<file path="src/rtl/filter_voice_scheduler.sv">
// filter_voice_scheduler: shares one pipelined filter core among N_CH channels.
// Each sample_clk rising edge snapshots every channel, issues the snapshot to
// the core in channel order, gathers tagged results and commits all outputs
// in one cycle. Data passes bit-exact; no arithmetic on samples.
// Optional feature macro: FILTER_SCHED_LATENCY_EN adds frame_cycles, the
// number of cycles from the accepted edge to the commit (saturating).
module filter_voice_scheduler #(
  parameter  int W       = 16,
  parameter  int N_CH    = 4,
  parameter  int TIMEOUT = 1024,
  localparam int CHW     = $clog2(N_CH)
) (
  input  logic              clk,
  input  logic              rst_n,
  input  logic              sample_clk,
  input  logic [N_CH*W-1:0] ch_in,
  input  logic [N_CH*W-1:0] ch_g,
  input  logic [N_CH*W-1:0] ch_res,
  output logic              core_valid,
  input  logic              core_ready,
  output logic [CHW-1:0]    core_ch,
  output logic [W-1:0]      core_sample,
  output logic [W-1:0]      core_g,
  output logic [W-1:0]      core_res,
  input  logic              core_out_valid,
  input  logic [CHW-1:0]    core_out_ch,
  input  logic [W-1:0]      core_out,
  output logic [N_CH*W-1:0] ch_out,
  output logic              frame_done,
  output logic              busy,
  output logic              overrun,
  output logic              timeout_err
`ifdef FILTER_SCHED_LATENCY_EN
  ,
  output logic [15:0]       frame_cycles
`endif
);

  localparam int RCW = $clog2(N_CH + 1);
  localparam int WDW = (TIMEOUT > 1) ? $clog2(TIMEOUT) : 1;
  localparam logic [RCW-1:0] RCNT_FULL = RCW'(N_CH);
  localparam logic [CHW:0]   TAG_LIMIT = (CHW+1)'(N_CH);
  localparam logic [WDW-1:0] WDOG_LAST = WDW'(TIMEOUT - 1);
  localparam logic [CHW-1:0] IDX_LAST  = CHW'(N_CH - 1);

  typedef enum logic [1:0] {S_IDLE, S_ISSUE, S_DRAIN} state_t;

  state_t            r_state;
  logic              r_sclk_q;
  logic [N_CH*W-1:0] r_snap_in;
  logic [N_CH*W-1:0] r_snap_g;
  logic [N_CH*W-1:0] r_snap_res;
  logic [N_CH*W-1:0] r_shadow;
  logic [CHW-1:0]    r_idx;
  logic [RCW-1:0]    r_rcnt;
  logic [WDW-1:0]    r_wdog;

  logic              w_edge;
  logic              w_busy;
  logic              w_commit;
  logic              w_timeout;
  logic              w_accept;
  logic              w_result;
  logic              w_start;
  logic [CHW-1:0]    w_idx_nxt;

  assign w_edge    = sample_clk & ~r_sclk_q;
  assign w_busy    = (r_state != S_IDLE);
  assign w_commit  = (r_state == S_DRAIN) && (r_rcnt == RCNT_FULL);
  assign w_timeout = w_busy && !w_commit && (r_wdog == WDOG_LAST);
  assign w_accept  = (r_state == S_ISSUE) && core_valid && core_ready;
  // A full result count blocks further writes so a stray extra strobe cannot
  // push the count past the commit condition.
  assign w_result  = w_busy && core_out_valid && ({1'b0, core_out_ch} < TAG_LIMIT)
                     && (r_rcnt != RCNT_FULL);
  // The commit cycle doubles as an idle cycle for edge acceptance.
  assign w_start   = w_edge && ((r_state == S_IDLE) || w_commit);
  assign w_idx_nxt = r_idx + 1'b1;

  assign core_ch = r_idx;
  assign busy    = w_busy;

  // Frame sequencer: snapshot, in-order issue, result collection, commit/abort.
  always_ff @(posedge clk) begin
    if (!rst_n) begin
      r_state     <= S_IDLE;
      r_sclk_q    <= 1'b0;
      r_snap_in   <= '0;
      r_snap_g    <= '0;
      r_snap_res  <= '0;
      r_shadow    <= '0;
      r_idx       <= '0;
      r_rcnt      <= '0;
      r_wdog      <= '0;
      core_valid  <= 1'b0;
      core_sample <= '0;
      core_g      <= '0;
      core_res    <= '0;
      ch_out      <= '0;
      frame_done  <= 1'b0;
      overrun     <= 1'b0;
      timeout_err <= 1'b0;
    end else begin
      r_sclk_q   <= sample_clk;
      frame_done <= 1'b0;

      if (w_result) begin
        r_shadow[core_out_ch*W +: W] <= core_out;
        r_rcnt                       <= r_rcnt + 1'b1;
      end

      if (w_busy) begin
        r_wdog <= r_wdog + 1'b1;
      end

      if (w_edge && w_busy && !w_commit) begin
        overrun <= 1'b1;
      end

      unique case (r_state)
        S_ISSUE: begin
          if (w_timeout) begin
            r_state     <= S_IDLE;
            core_valid  <= 1'b0;
            timeout_err <= 1'b1;
          end else if (w_accept) begin
            if (r_idx == IDX_LAST) begin
              r_state    <= S_DRAIN;
              core_valid <= 1'b0;
            end else begin
              r_idx       <= w_idx_nxt;
              core_sample <= r_snap_in[w_idx_nxt*W +: W];
              core_g      <= r_snap_g[w_idx_nxt*W +: W];
              core_res    <= r_snap_res[w_idx_nxt*W +: W];
            end
          end
        end
        S_DRAIN: begin
          if (w_commit) begin
            ch_out     <= r_shadow;
            frame_done <= 1'b1;
            r_state    <= S_IDLE;
          end else if (w_timeout) begin
            r_state     <= S_IDLE;
            timeout_err <= 1'b1;
          end
        end
        default: ;
      endcase

      // Placed last so a start in the commit cycle overrides the return to idle.
      if (w_start) begin
        r_state     <= S_ISSUE;
        r_snap_in   <= ch_in;
        r_snap_g    <= ch_g;
        r_snap_res  <= ch_res;
        r_idx       <= '0;
        r_rcnt      <= '0;
        r_wdog      <= '0;
        core_valid  <= 1'b1;
        core_sample <= ch_in[W-1:0];
        core_g      <= ch_g[W-1:0];
        core_res    <= ch_res[W-1:0];
      end
    end
  end

`ifdef FILTER_SCHED_LATENCY_EN
  logic [15:0] r_fc;

  // Edge-to-commit cycle counter; the edge cycle itself counts as cycle 1.
  always_ff @(posedge clk) begin
    if (!rst_n) begin
      r_fc         <= '0;
      frame_cycles <= '0;
    end else begin
      if (w_commit) begin
        frame_cycles <= (r_fc == 16'hFFFF) ? r_fc : r_fc + 16'd1;
      end
      if (w_start) begin
        r_fc <= 16'd1;
      end else if (w_busy && (r_fc != 16'hFFFF)) begin
        r_fc <= r_fc + 16'd1;
      end
    end
  end
`endif

endmodule

</file>
<file path="config.mk">
export PLATFORM = sky130hd
export DESIGN_NAME = filter_voice_scheduler
export DESIGN_NICKNAME = d
export VERILOG_FILES = /design/src/rtl/filter_voice_scheduler.sv
export SDC_FILE = /design/constraint.sdc
export NUM_CORES = 1
export LEC_CHECK = 0
export CAP_MARGIN = 15
export CORE_ASPECT_RATIO = 1.1
export CORE_MARGIN = 1
export CORE_UTILIZATION = 35
export CTS_CLUSTER_DIAMETER = 40
export DETAILED_ROUTE_END_ITERATION = 16
export SLEW_MARGIN = 20
export SYNTH_ARGS = -nofsm -noshare
export SYNTH_HDL_FRONTEND = slang
export SYNTH_SLANG_ARGS = --single-unit
</file>
<file path="constraint.sdc">
create_clock -name clk -period 1.9 [get_ports clk]
set_input_delay 0.38 -clock clk [delete_from_list [all_inputs] [get_ports clk]]
set_output_delay 0.38 -clock clk [all_outputs]
set_load 0.02 [all_outputs]
</file>
==> impl_results.md <==
- Outcome: complete, no violations
- Vias per cell: 5.19
- Adder-cell share of the synthesized area: 0.681%
- Clk pin slew, worst setup/hold paths: 0.05 ns
- Die ar.: 48,100 µm²
- Total wire length: 53.3 mm
- Port Buffers: 333
- RSZ-0062 raised after global routing: yes
- Post-synth top area share: 47.2%
- Hold buffers post-CTS: 0
- Placement Cell Area: 21,100 µm²
- Total Routing Usage GR: 21.8%
- Final core utilization: 50.1%
- Clock latency on the worst-skew pair: 0.58 ns
- Avg Synthesized Cell Area: 8.82 µm²
- Most frequent cell after synthesis: nand2_1
- Mapped Cells: 1,875
- Initial antenna violation count: 3
- CP endpoint kind: register
- Post-DP HPWL: 36.1 mm
- Simple logic cell fraction of the synthesized area: 17.4%
- CTS tree: yes
- Mux contribution to synthesized area: 9.45%
- Remaining Overflow, GRT: 0
- Max Buffers Root-to-Sink: 3
- Final Hold Viols: 0
- Layout cells sized above 1: 15.4%
- First-pass GRT wire length: 82.1 mm
- Period utilization: 99.4%
- Share of flip-flops with an asynchronous set or reset: 0%
- Fillcell total: 4,332
- Final Max Slew Viols: 0
- Tightest Pin Transition: 0.392 ns
- Hold crit path type: primary input to register
- Critical path peak fanout: 17
- Sequential-to-total area share from yosys stat: 47.2%
- Routability Congestion: 0.831
- Clk_skew: 0.0236 ns
- Post-place setup slack: -0.358 ns
- Hold_ws: 0.359 ns
- Mapped Nets: 2,099
- Total CTS buffers: 66
- Final WS setup: 0.0107 ns
- F_max: 529 MHz
- Power per cell area: 1010 nW/µm²
- Post-synth EDFFs: 0
- VDD IR max: 559 µV
- Synth area leader: dfxtp_1
- Setup CP Type: register to register
- Fin area: 23,400 µm²
- Main combinational cell family by area after synthesis: compound AO/OA/AOI/OAI gates
- Final setup violation count: 0
- Total Power: 23,700 µW
- Area Overhead vs Synth: 41.3%
- Synth Area in XOR/XNOR: 0.636%
- Crit path launch type: register
- Die width: 209 µm
- Routed via count: 14,900
- Clock Tree Root: clkbuf_16
- Slew Limit Headroom: 73.8%
- Synth area leaders: dfxtp_1 47%, nand2_1 13%, a21oi_1 9.9%, mux4_2 6.5%, o32ai_2 3.0%
- Yosys warnings: 0
- Total clock sinks: 390
- Synth top cells by count: 588 x nand2_1, 390 x dfxtp_1, 326 x a21oi_1
- # rows: 83
- I/O pin count: 334
- Synth cell types: 49
- Die height: 230 µm
- Final nets: 2,453
- Critical Path AT: 2.33 ns
- Register Area: 7820 µm²
- Tmin final: 1.89 ns
- Lkg Pwr: 0.00897 µW
- Core area: 46,600 µm²
- Main synth FF type: dfxtp_1
- MaxCap Viol Count: 0
- Multi-input gate area: 7910 µm²
- Iter 0 DRT Violations: 926
- Initial Utilization: 35.5%
- Synth Register Bits: 390
- Drt drc: 0
- First-pass DRT Iterations: 5
- Vias in the first global route: 14,600
- Mapped Area: 16,500 µm²
- Complex-gate fraction of the synthesized area: 18.8%
- H-tree depth: 3
- Routed Antenna Nets: 0
- Pin count of the biggest net entering global routing: 70
- Per-cell routed wire length: 18.6 µm
- Critical Path RT: 2.34 ns
- # diodes: 0
worst max-delay path: stages, from the launching register on:
cell and delay, ns:
dfxtp_4 0.37, ha_4 0.36, buf_12 0.22, mux4_2 0.52, mux2i_1 0.19, a211oi_1 0.09
timing repair:
item,CTS,global route
gates resized for setup,134,17
gates cloned,1,1
endpoints found under the setup margin,154,137
setup buffers,0,2
pin swaps,2,4
final timing paths:
| kind | startpoint | end | slack [ns] | cells past startpoint |
|---|---|---|---|---|
| max | core_ch[0] | core_sample[14] | 0.01 | 5 |
| min | ch_res[25] | r_snap_res[25] | 0.36 | 3 |
| max reg2reg | core_ch[0] | core_sample[14] | 0.01 | 5 |
| min reg2reg | ch_out[55] | ch_out[55] | 0.45 | 2 |
metrics by stage:
step                      TNS, ns  instances
after floorplan                 0       1875
after global placement     -62.13       2752
after detailed placement   -67.15       2752
after CTS                 -0.0220       2870
after global routing       -0.664       2873
final                           0       2873
power breakdown:
group / total (µW) / switching [µW] / internal, µW
clock network: 11900 / 4380 / 7540
logic: 2970 / 1470 / 1500
registers: 8820 / 248 / 8570
total: 23700 / 6090 / 17600
cell usage in the layout (no fill, tap or decap), types with 5 or more instances in the layout:
| cell type | netlist | final |
|---|---|---|
| ha_1 | 9 | 7 |
| a21o_1 | 48 | 48 |
| a211oi_1 | 48 | 47 |
| clkbuf_16 | 0 | 71 |
| clkinvlp_4 | 0 | 7 |
| dfxtp_1 | 390 | 386 |
| buf_4 | 26 | 78 |
| o32ai_1 | 18 | 16 |
| inv_1 | 6 | 5 |
| inv_8 | 0 | 6 |
| nor2_1 | 16 | 15 |
| clkbuf_8 | 0 | 5 |
| o32ai_2 | 30 | 32 |
| mux2i_1 | 48 | 41 |
| dlygate4sd2_1 | 0 | 117 |
| mux4_2 | 48 | 48 |
| nand3_1 | 74 | 73 |
| xnor2_1 | 6 | 6 |
| clkinv_2 | 0 | 11 |
| buf_12 | 0 | 38 |
| a21oi_1 | 326 | 326 |
| clkdlybuf4s50_1 | 0 | 214 |
| xor2_1 | 6 | 6 |
| nand2_1 | 588 | 588 |
| mux2i_2 | 0 | 6 |
| inv_6 | 0 | 6 |
cells by family after synthesis:
group,count (synthesis)
fa+ha+maj,9
flops,390
compound gates,484
simple gates,709
mux,96
xor+xnor,12
buf+inv,175
sequential cells by signal (all words and copies together) (netlist names), 2 cells and up:
signal / count
r_state: 2
r_snap_g: 64
r_snap_res: 64
r_snap_in: 64
core_sample: 16
core_ch: 2
core_res: 16
r_shadow: 64
r_rcnt: 3
core_g: 16
ch_out: 64
r_wdog: 10
final cells by class:
type                            instances  share of cell area, %
Multi-Input combinational cell       1310                   33.8
Sequential cell                       390                   33.5
Timing Repair Buffer                  453                   19.8
Clock buffer                           78                   7.84
Tap cell                              595                   3.19
Clock inverter                         39                   1.73
Inverter                                8                  0.161
per-layer routing:
layer | vias to the layer above | part of all wire [%] | global-route usage, %
li1 | 7211 | - | -
met1 | 7194 | 42 | 27.0
met2 | 412 | 49 | 36.6
met3 | 86 | 6.8 | 5.35
met4 | 4 | 2.6 | 8.30
met5 | - | 0.051 | 0
Note: power is estimated with default switching activity, not from simulation.
